**src/rtl/multi_rate_counter.sv**
```systemverilog
// multi_rate_counter: multi-channel pulse-rate counter.
// Each channel synchronises an asynchronous input, detects the selected edge
// type and counts edges over a common gate window. At the end of every window
// all channel counts are published together with a one-cycle strobe.
//
// Optional feature macro: RATE_CNT_GATE_PORT_EN
//   defined   -> GateCycles port sets the window length, resampled per window
//   undefined -> window length is the CLK_RATE parameter
//
// Output strobe semantics: RateValid is a one-cycle pulse with no back-pressure.
// Rate/Overflow change only on the clock edge that raises RateValid, and hold
// their values until the next publication.
module multi_rate_counter #(
    parameter int CHANNELS    = 4,
    parameter int WIDTH       = 32,
    parameter int CLK_RATE    = 50000000,
    parameter int SYNC_STAGES = 2,
    parameter int EDGE_MODE   = 0
) (
    input  logic                      Clk,
    input  logic                      nReset,
    input  logic                      Enable,
    input  logic [CHANNELS-1:0]       In,
`ifdef RATE_CNT_GATE_PORT_EN
    input  logic [31:0]               GateCycles,
`endif
    output logic [CHANNELS*WIDTH-1:0] Rate,
    output logic [CHANNELS-1:0]       Overflow,
    output logic                      RateValid
);

    localparam logic [WIDTH-1:0] CNT_MAX = '1;

    logic [CHANNELS-1:0]       r_sync [SYNC_STAGES];
    logic [CHANNELS-1:0]       r_hist;
    logic [CHANNELS-1:0]       w_sync_out;
    logic [CHANNELS-1:0]       w_edge;
    logic [31:0]               r_gcnt;
    logic [31:0]               w_gl;
    logic                      w_terminal;
    logic [WIDTH-1:0]          r_cnt [CHANNELS];
    logic [CHANNELS-1:0]       r_sat;
    logic [CHANNELS*WIDTH-1:0] r_rate;
    logic [CHANNELS-1:0]       r_ovf;
    logic                      r_valid;

    // Synchroniser chain and history flop; free-running so Enable never fakes an edge.
    always_ff @(posedge Clk or negedge nReset) begin
        if (!nReset) begin
            for (int s = 0; s < SYNC_STAGES; s++) begin
                r_sync[s] <= '0;
            end
            r_hist <= '0;
        end else begin
            r_sync[0] <= In;
            for (int s = 1; s < SYNC_STAGES; s++) begin
                r_sync[s] <= r_sync[s-1];
            end
            r_hist <= w_sync_out;
        end
    end

    assign w_sync_out = r_sync[SYNC_STAGES-1];

    // Edge detection on (synchronised value, previous value).
    always_comb begin
        case (EDGE_MODE)
            1:       w_edge = ~w_sync_out & r_hist;
            2:       w_edge = w_sync_out ^ r_hist;
            default: w_edge = w_sync_out & ~r_hist;
        endcase
    end

`ifdef RATE_CNT_GATE_PORT_EN
    logic        r_run;
    logic [31:0] r_gl;
    logic [31:0] w_gate_in;

    // A zero-length request behaves as a one-cycle window.
    assign w_gate_in = (GateCycles == 32'd0) ? 32'd1 : GateCycles;
    // On the first enabled cycle the window length comes straight from the port.
    assign w_gl      = r_run ? r_gl : w_gate_in;

    // Window length register: loaded on the first enabled cycle and at each terminal cycle.
    always_ff @(posedge Clk or negedge nReset) begin
        if (!nReset) begin
            r_run <= 1'b0;
            r_gl  <= 32'(CLK_RATE);
        end else begin
            r_run <= Enable;
            if (Enable && (!r_run || w_terminal)) begin
                r_gl <= w_gate_in;
            end
        end
    end
`else
    assign w_gl = 32'(CLK_RATE);
`endif

    assign w_terminal = Enable && (r_gcnt == (w_gl - 32'd1));

    // Gate counter: counts 0..Gl-1 while enabled, held at zero otherwise.
    always_ff @(posedge Clk or negedge nReset) begin
        if (!nReset) begin
            r_gcnt <= '0;
        end else if (!Enable || w_terminal) begin
            r_gcnt <= '0;
        end else begin
            r_gcnt <= r_gcnt + 32'd1;
        end
    end

    // Per-channel saturating edge counters and sticky saturation flags.
    always_ff @(posedge Clk or negedge nReset) begin
        if (!nReset) begin
            for (int n = 0; n < CHANNELS; n++) begin
                r_cnt[n] <= '0;
            end
            r_sat <= '0;
        end else begin
            for (int n = 0; n < CHANNELS; n++) begin
                if (!Enable || w_terminal) begin
                    r_cnt[n] <= '0;
                    r_sat[n] <= 1'b0;
                end else if (w_edge[n]) begin
                    if (r_cnt[n] == CNT_MAX) begin
                        r_sat[n] <= 1'b1;
                    end else begin
                        r_cnt[n] <= r_cnt[n] + WIDTH'(1);
                    end
                end
            end
        end
    end

    // Publication: terminal-cycle edges still belong to the ending window.
    always_ff @(posedge Clk or negedge nReset) begin
        if (!nReset) begin
            r_rate  <= '0;
            r_ovf   <= '0;
            r_valid <= 1'b0;
        end else begin
            r_valid <= w_terminal;
            if (w_terminal) begin
                for (int n = 0; n < CHANNELS; n++) begin
                    if (w_edge[n] && (r_cnt[n] == CNT_MAX)) begin
                        r_rate[n*WIDTH +: WIDTH] <= CNT_MAX;
                        r_ovf[n]                 <= 1'b1;
                    end else begin
                        r_rate[n*WIDTH +: WIDTH] <= r_cnt[n] + WIDTH'(w_edge[n]);
                        r_ovf[n]                 <= r_sat[n];
                    end
                end
            end
        end
    end

    assign Rate      = r_rate;
    assign Overflow  = r_ovf;
    assign RateValid = r_valid;

endmodule

```
**config.mk**
```make
export PLATFORM = sky130hd
export DESIGN_NAME = multi_rate_counter
export DESIGN_NICKNAME = d
export VERILOG_FILES = /design/src/rtl/multi_rate_counter.sv
export SDC_FILE = /design/constraint.sdc
export NUM_CORES = 1
export LEC_CHECK = 0
export CAP_MARGIN = 20
export CELL_PAD_IN_SITES_DETAIL_PLACEMENT = 1
export CELL_PAD_IN_SITES_GLOBAL_PLACEMENT = 2
export CORE_ASPECT_RATIO = 1.75
export CORE_UTILIZATION = 41
export CTS_BUF_LIST = sky130_fd_sc_hd__clkbuf_8
export DETAILED_ROUTE_END_ITERATION = 10
export PLACE_DENSITY_LB_ADDON = 0.1
export SLEW_MARGIN = 0
export SYNTH_ARGS = -nofsm -noshare
export SYNTH_HDL_FRONTEND = slang
export SYNTH_SLANG_ARGS = --single-unit
```
**constraint.sdc**
```tcl
create_clock -name Clk -period 6.57 [get_ports Clk]
set_input_delay 0.9855 -clock Clk [delete_from_list [all_inputs] [get_ports Clk]]
set_output_delay 0.9855 -clock Clk [all_outputs]
set_load 0.05 [all_outputs]
```
==> metrics.cfg, run 1 <==
[floorplan]
fp.coreArea_um2=39400
ios=140
rows=96
die_x_um=154
chipHeight_um=267
start_util=0.419
die-area_um2=41100

[timing]
final-setup-viol-count=0
drv_slew=0
setup_tns_ps=0
min_period_ps=3310
skew_ps=20.6
finalHoldViolCount=0
relSlewSlack=0.273
worst_slew_pin_slew_ps=1080
hold_slack_ps=369
rsz0062_at_grt=false
fin_crit_sh=0.504
fmax_ghz=0.302

[yosys]
seq_area_frac_synth=0.469
avgSynthCellArea_um2=9.05
netlist.area_leader.share=0.469
yosysTopAreaCell=dfrtp_1
synth-main-ff-cell=dfrtp_1
synth_area_um2=16500
syn_inst=1823
synthTopCellsByArea=dfrtp_1 47%, a21oi_1 7.2%, xor2_1 5.1%
synth_edf_count=0
async_flop_share=1.00
ys_seq_elements=309
ys_top_cells_by_count=309 x dfrtp_1, 237 x a21oi_1, 222 x nor2_1
syn_nets=1843
synth.distinct_cells=64
synth-warning-count=0
synth_most_common_cell=dfrtp_1

[power_and_ir_drop]
ir_drop_mv=0.149
p_leak_nw=7.14
power_density_nw_per_um2=211

[global_route]
overflow=0
grt.busiest_layer=met2
grt_pass1_wl_um=81100
use_met2=0.473
grt_util_met3=0.0301
grtUsageMet1=0.262
grtUsageTotal=0.246
grt_pass1_vias=15300
antenna_found_initial=1
grt_max_degree=139

[placement]
dpl.hpwl_um=35200
gp_congestion=0.835
dp.cells=2334
io_buffers=139

[clocking]
clk_latency_ps=600
clockRootBuffer=clkbuf_8
cts_tree=yes
numCtsBuffers=50
post_cts_buffers=0
cts_resized=0
clk_path_buf_depth=3
htreeDepth=2
hold_buffers=0
path_clk_slew_ps=70
numClockSinks=309

[final_layout]
area_delta_synth_final_pct=15.9
multiInputGateArea_um2=8090
n_fill_cell=4535
layout-drive-gt1-share=0.0641
ff_latch_area_um2=7730
instances_no_fill=2425
nNetsFinal=1916

[drt]
wl_um=49700
via_count=14300
avgViaCountPerCell=5.89
drtIter0Drc=577
firstDrtPassIters=4
drcViolationCount=0
wl_per_cell_um=20.5
final_antenna_net_count=0

[status]
outcome=complete, no violations

[setup_path]
crit_fanout=27
path_class=flip-flop to flip-flop
required_ps=7090
crit_path_start_kind=flip-flop
cp.arrival_ps=3830
endpoint_kind=flip-flop

[job]
max-cap-violations=0

[worst_hold_path]
worstHoldPathType=flip-flop to flip-flop

through the flow:
step | power [mW] | util | setup slack [ps] | instance area (µm²)
2_1_floorplan | 2.23 | - | 4290 | 16500
3_3_place_gp | 2.39 | 0.459 | 2940 | 18100
3_5_place_dp | 2.40 | 0.460 | 2850 | 18100
4_1_cts | 4.10 | 0.485 | 3230 | 19100
5_1_grt | 4.19 | 0.485 | 3020 | 19100
6_report | 4.02 | 0.485 | 3260 | 19100
layout make-up:
| class | instances | area share |
|---|---|---|
| Antenna cell | 1 | 0.000131 |
| Clock buffer | 64 | 0.0461 |
| Clock inverter | 26 | 0.00557 |
| Inverter | 26 | 0.00511 |
| Multi-Input combinational cell | 1350 | 0.424 |
| Sequential cell | 309 | 0.405 |
| Tap cell | 490 | 0.0321 |
| Timing Repair Buffer | 159 | 0.0827 |
cells in the final DEF, fill, tap and decap left out, drive strengths merged, types with 2 or more instances in the layout:
master | Yosys | routed
or2 | 8 | 8
xnor2 | 64 | 64
nor4 | 38 | 38
nand2b | 10 | 10
a21oi | 237 | 237
clkinv | 0 | 7
and3 | 23 | 23
nor3 | 52 | 52
a211oi | 2 | 2
o211ai | 5 | 5
and2 | 10 | 10
and4 | 16 | 16
mux2i | 8 | 8
or4 | 61 | 61
nand3 | 72 | 72
clkbuf | 71 | 64
nand2 | 121 | 121
nand3b | 2 | 2
xor2 | 96 | 96
buf | 67 | 21
o31ai | 58 | 58
or4b | 4 | 4
nor2 | 222 | 222
ha | 13 | 13
o41ai | 4 | 4
or3b | 2 | 2
a31oi | 5 | 5
nand4 | 93 | 93
nand4b | 6 | 6
o21a | 3 | 3
inv | 26 | 45
or3 | 55 | 55
o311ai | 2 | 2
clkdlybuf4s50 | 0 | 138
o21ai | 44 | 44
dfrtp | 309 | 309
nor2b | 4 | 4
routing by layer:
layer	wire, µm	vias up
li1	-	6706
met1	18800	7195
met2	27300	250
met3	1440	134
met4	2230	0
met5	0	-
where the power goes:
part	internal, mW	switching, mW
sequential	1.95	0.0329
clock	0.870	0.795
combinational	0.105	0.266
flip-flops by register name, indices dropped and copies added, names as in the netlist:
name,cells
r_gcnt,32
r_sat,4
w_sync_out,4
Rate,128
r_hist,4
RateValid,1
Overflow,4
r_cnt,128
r_sync,4
cells by family (layout without fill, tap and decap cells):
kind of cell	after synthesis	count (layout)	share of synthesized area
compound gates	367	367	0.129
other cells	0	1	0
buf+inv	164	275	0.0436
flops	309	309	0.469
fa+ha+maj	13	13	0.00986
simple gates	802	802	0.258
mux	8	8	0.00486
xor+xnor	160	160	0.0850
worst max-delay path, stage by stage (launching register included):
cell and delay [ps]:
dfrtp_1 510, nand4_2 300, nor4_4 580, and3_1 910
a21oi_2 400, buf_4 330, a21oi_1 170
worst paths after layout:
path	from	endpoint	slack, ps	cells past startpoint
setup / recovery	r_cnt[102]	Rate[0]	3260	6
hold / removal	r_sync[6]	w_sync_out[2]	370	0
setup reg to reg	r_cnt[102]	Rate[0]	3260	6
hold reg to reg	r_sync[6]	w_sync_out[2]	370	0
max in group asynchronous	nReset	r_cnt[91]	4650	2
min in group asynchronous	nReset	r_cnt[112]	420	1
(Power assumes the default switching activity.)
==> run 2: changes to the inputs <==
- CORE_UTILIZATION: 41 -> 38
- clock period: 6.57 -> 3.5 ns (I/O delays scaled with it)
==> run 2 against run 1 <==
- sequential power grew 87%
- cell count is 4.2% higher
- cell area increased by 2.8%
- wire length rose by 2.7%
- first-iteration DRC count decreased by 14%
==> metrics.cfg, run 2 (synthesized netlist as in run 1, its figures left out) <==
[drt]
wl_per_cell_um=20.2  ; -1.4%
drtIter0Drc=496  ; -14%
via_count=14300  ; -0.063%
wl_um=51100  ; +2.7%
final_antenna_net_count=0  ; unchanged
avgViaCountPerCell=5.65  ; -4.1%
drcViolationCount=0  ; unchanged
firstDrtPassIters=4  ; unchanged

[placement]
gp_congestion=0.839  ; +0.41%
dpl.hpwl_um=36000  ; +2.3%
dp.cells=2431  ; +4.2%
pre_cts_ws_ps=403  ; -2450 ps
io_buffers=139  ; unchanged
place_area_um2=18500  ; +1.9%

[global_route]
grt_pass1_vias=15200  ; -0.93%
antenna_found_initial=1  ; unchanged
grt_max_degree=139  ; unchanged
grt_pass1_wl_um=83900  ; +3.4%
grtUsageTotal=0.235  ; -0.0112
overflow=0  ; unchanged

[worst_hold_path]
whs_path_depth=0  ; unchanged
worstHoldPathType=flip-flop to flip-flop
worstHoldStart=r_sync[7]
whs_endpoint=w_sync_out[3]

[timing]
layout_setup_ws_ps=461  ; -2800 ps
min_period_ps=3040  ; -272 ps
finalHoldViolCount=0  ; unchanged
relSlewSlack=0.394  ; +0.121
skew_ps=32.4  ; +11.8 ps
final-setup-viol-count=0  ; unchanged
rsz0062_at_grt=false
drv_slew=0  ; unchanged
fin_crit_sh=0.868  ; +0.364
worst_slew_pin_slew_ps=901  ; -182 ps
fmax_ghz=0.329  ; +8.9%
setup_tns_ps=0  ; unchanged

[final_layout]
multiInputGateArea_um2=8080  ; -0.11%
nNetsFinal=1944  ; +1.5%
mostFrequentLayoutCells=309 x dfrtp_1, 236 x a21oi_1, 222 x nor2_1
final_area_um2=19600  ; +2.8%
n_fill_cell=4914  ; +8.4%
ff_latch_area_um2=7730  ; unchanged
final_common_cell=dfrtp_1
layout-drive-gt1-share=0.0835  ; +0.0194
instances_no_fill=2526  ; +4.2%
area_delta_synth_final_pct=19.1

[job]
max-cap-violations=0  ; unchanged

[setup_path]
timing.reg2reg.worst_path_depth=7  ; +1
cpPeakStageDelay_ps=500  ; -410 ps
cpMaxStageDelayCell=buf_12
required_ps=3980  ; -3110 ps
path_class=flip-flop to flip-flop
path_buf_inv=2  ; +1
endpoint_kind=flip-flop
worstReg2RegEnd=Rate[89]
critPathTopFamily=simple AND/OR/NAND/NOR gates
critical_path.cell_chain=nor4_1 -> nand4_1 -> nor4_4 -> buf_12 -> o41a_1 -> buf_4 -> a21oi_1
cp.arrival_ps=3510  ; -320 ps
ff2ff_setup_slack_ps=460  ; -2800 ps
crit_fanout=138  ; +410%
r2r_start=r_gcnt[11]
crit_path_start_kind=flip-flop

[floorplan]
die-area_um2=44300  ; +7.8%
fp.coreArea_um2=42700  ; +8.3%
ios=140  ; unchanged
start_util=0.386  ; -0.0321
rows=100  ; +4.2%
die_x_um=159  ; +3.8%
chipHeight_um=278  ; +3.8%

[status]
outcome=complete, no violations

[power_and_ir_drop]
total_power_mw=8.02  ; +99%
ir_drop_mv=0.383  ; +160%
power_density_nw_per_um2=409  ; +94%
p_leak_nw=7.35  ; +2.9%

[clocking]
path_clk_slew_ps=70  ; about the same
clk_path_buf_depth=3  ; unchanged
numClockSinks=309  ; unchanged
cts_tree=yes
numCtsBuffers=50  ; unchanged
clk_latency_ps=610  ; about the same
clockRootBuffer=clkbuf_8
cts_resized=0  ; unchanged
htreeDepth=2  ; unchanged

## run 2: cell types whose count changed in the layout (fill, tap and decap cells not counted)
cell / before / now
clkinv_2: 7 / 14
inv_1: 44 / 33
bufinv_16: 0 / 5
clkinvlp_4: 0 / 1
a31oi_4: 1 / 0
a31oi_2: 0 / 1
buf_12: 1 / 8
buf_4: 18 / 38
dlygate4sd3_1: 0 / 1
## run 2: layout make-up
cell class | count | area share
tap | 561 | 0.0357
clock inverter | 28 | 0.0131
clock buffer | 64 | 0.0449
timing repair buffer | 187 | 0.0957
antenna | 1 | 0.000127
sequential | 309 | 0.394
inverter | 26 | 0.00497
multi-input combinational | 1350 | 0.412
## run 2: worst register-to-register path, cell delays in order, from the launching register on
cell and delay [ps]:
dfrtp_1 410, nor4_1 480, nand4_1 300, nor4_4 400, buf_12 500, o41a_1 440, buf_4 260, a21oi_1 130
## run 2: repair_timing
| item | in CTS | in global routing |
|---|---|---|
| hold buffers | 1 | 0 |
| setup buffers | 0 | 0 |
| endpoints found under the hold margin | 54 | 0 |
## run 2: power by group
group / leakage (nW) / total [mW] / internal [mW] / switching (mW)
logic: 2.74 / 0.715 / 0.211 / 0.504
clock network: 0.628 / 3.58 / 2.02 / 1.56
registers: 3.98 / 3.73 / 3.66 / 0.0625
total: 7.35 / 8.02 / 5.90 / 2.13
## run 2: worst max path at each step
stage,startpoint,endpoint,slack (ps),depth (start not counted)
6_report,r_gcnt[11],Rate[89],460,7
5_1_grt,r_gcnt[25],Rate[76],170,7
4_1_cts,r_gcnt[8],Rate[76],410,7
3_5_place_dp,Enable,Rate[89],400,7
3_3_place_gp,Enable,Rate[93],480,7
2_1_floorplan,r_hist[2],Rate[94],1220,9
## run 2: stage by stage
step                utilization  hold WS, ps
global placement          0.433          336
finish                    0.460          356
CTS                       0.460          309
global route              0.460          326
floorplan                     -          229
detailed placement        0.433          345
## run 2: metal layers
layer  routed length [µm]  GRT usage  up-vias
met5                    0          0        -
met4                 1600     0.0865        0
met3                 1450     0.0299       93
met2                28100      0.452      215
met1                19900      0.259     7216
li1                     -          -     6752
==> run 3: changes to the inputs <==
- RECOVER_POWER: default -> 25
==> run 3 against run 2 <==
- the flow now finishes with violations (capacitance limit, slew limit)
- largest cell class unchanged
- sequential power about the same
- wire length about the same
- non-clock buffer count unchanged
- power about the same
- critical endpoint unchanged
==> metrics.cfg, run 3 (synthesized netlist as in run 1, its figures left out) <==
[clocking]
clockRootBuffer=clkbuf_8
numCtsBuffers=50  ; unchanged
clk_path_buf_depth=3  ; unchanged
path_clk_slew_ps=70  ; about the same
numClockSinks=309  ; unchanged
cts_tree=yes
htreeDepth=2  ; unchanged
clk_latency_ps=610  ; about the same

[setup_path]
worstReg2RegEnd=Rate[89]
r2r_start=r_gcnt[8]
required_ps=3970  ; about the same
path_class=flip-flop to flip-flop
endpoint_kind=flip-flop
crit_fanout=138  ; unchanged
cpPeakStageDelay_ps=490  ; about the same
critical_path.cell_chain=nor4_1 -> nand4_1 -> nor4_4 -> buf_12 -> o41a_1 -> buf_4 -> a21oi_1
timing.reg2reg.worst_path_depth=7  ; unchanged
path_buf_inv=2  ; unchanged
crit_path_start_kind=flip-flop
cp.arrival_ps=3480  ; -30 ps
ff2ff_setup_slack_ps=490  ; +30 ps
cpMaxStageDelayCell=buf_12
critPathTopFamily=simple AND/OR/NAND/NOR gates

[floorplan]
chipHeight_um=278  ; unchanged
die_x_um=159  ; unchanged
rows=100  ; unchanged
fp.coreArea_um2=42700  ; unchanged
start_util=0.386  ; unchanged
ios=140  ; unchanged
die-area_um2=44300  ; unchanged

[final_layout]
mostFrequentLayoutCells=309 x dfrtp_1, 236 x a21oi_1, 222 x nor2_1
n_fill_cell=4919  ; +0.10%
nNetsFinal=1944  ; unchanged
final_util=0.459  ; -0.000822
final_common_cell=dfrtp_1
area_delta_synth_final_pct=18.9
layout-drive-gt1-share=0.0835  ; unchanged

[power_and_ir_drop]
p_comb_frac=0.089  ; about the same
ir_drop_mv=0.382  ; -0.10%
sw_frac_of_total=0.265  ; about the same
total_switching_power_mw=2.13  ; about the same
p_clk_frac=0.446  ; about the same
p_leak_nw=7.33  ; -0.16%
power_density_nw_per_um2=409  ; about the same
seq_power_share=0.465  ; about the same
p_int_mw=5.89  ; about the same

[drt]
drcViolationCount=0  ; unchanged
wl_per_cell_um=20.2  ; about the same
firstDrtPassIters=4  ; unchanged
via_count=14300  ; -0.042%
wl_um=51100  ; about the same
drtIter0Drc=495  ; -0.20%
avgViaCountPerCell=5.65  ; about the same
final_antenna_net_count=0  ; unchanged

[status]
outcome=finished, violations left
violations=capacitance limit, slew limit

[timing]
skew_ps=31.4  ; -0.967 ps
min_period_ps=3010  ; -33.3 ps
rsz0062_at_grt=false
setup_tns_ps=0  ; unchanged
worst_slew_pin_slew_ps=1600  ; +699 ps
fin_crit_sh=0.859  ; -0.00952
fmax_ghz=0.333  ; +1.1%
relSlewSlack=-0.0662  ; -0.460
drv_slew=57  ; +57
final-setup-viol-count=0  ; unchanged
finalHoldViolCount=0  ; unchanged

[global_route]
grt_pass1_vias=15200  ; unchanged
antenna_found_initial=1  ; unchanged
grt_pass1_wl_um=83900  ; unchanged
grt_max_degree=139  ; unchanged
overflow=0  ; unchanged
grtUsageTotal=0.235  ; unchanged

[placement]
io_buffers=139  ; unchanged
gp_congestion=0.839  ; unchanged
dpl.hpwl_um=36000  ; unchanged

[worst_hold_path]
whs_path_depth=0  ; unchanged
worstHoldStart=r_sync[4]
whs_endpoint=w_sync_out[0]
worstHoldPathType=flip-flop to flip-flop

[job]
max-cap-violations=1  ; +1

[run 3: layout make-up]
type                    count  area [µm²]  share of cell area
well taps                 561         702              0.0358
inverters                  26        97.6             0.00498
clock inverters            28         258              0.0131
clock buffers              64         881              0.0449
diodes                      1        2.50            0.000128
multi-input cells        1350        8080               0.412
repair buffers            187        1840              0.0941
flip-flops and latches    309        7730               0.394
[run 3: repair_timing]
action / 4_1_cts / 5_1_grt
buffers inserted: 0 / 0
hold buffers: 1 / 0
resized for setup: 0 / 0
endpoints found under the hold margin: 54 / 0
[run 3: per-layer routing]
layer / track usage / wire, µm / part of all wire / vias to the layer above
met3: 0.0299 / 1460 / 0.029 / 95
li1: - / - / - / 6747
met1: 0.259 / 19900 / 0.39 / 7205
met2: 0.452 / 28100 / 0.55 / 223
met4: 0.0865 / 1670 / 0.033 / 0
met5: 0 / 0 / 0 / -
[run 3: power by group through the flow]
stage	Combinational, mW	Clock (mW)	Sequential, mW
2_1_floorplan	0.135	0	4.06
3_3_place_gp	0.720	0	3.79
3_5_place_dp	0.730	0	3.79
4_1_cts	0.733	3.72	3.73
5_1_grt	0.763	3.85	3.74
6_report	0.710	3.58	3.73
[run 3: worst max-delay path by stage]
stage          slack (ps)  endpoint  cells past startpoint  startpoint
3_3_place_gp          480  Rate[93]                      7      Enable
2_1_floorplan        1220  Rate[94]                      9   r_hist[2]
5_1_grt               170  Rate[76]                      7  r_gcnt[25]
3_5_place_dp          400  Rate[89]                      7      Enable
6_report              490  Rate[89]                      7   r_gcnt[8]
4_1_cts               410  Rate[76]                      7   r_gcnt[8]
[run 3: stage by stage]
| step | power, mW | hold WS (ps) | instance area, µm² | instances | setup slack [ps] |
|---|---|---|---|---|---|
| finish | 8.02 | 357 | 19600 | 2526 | 494 |
| global route | 8.35 | 364 | 19600 | 2526 | 172 |
| CTS | 8.19 | 309 | 19600 | 2524 | 406 |
| detailed placement | 4.52 | 345 | 18500 | 2431 | 403 |
| global placement | 4.51 | 336 | 18500 | 2431 | 479 |
| floorplan | 4.19 | 229 | 16500 | 1823 | 1220 |
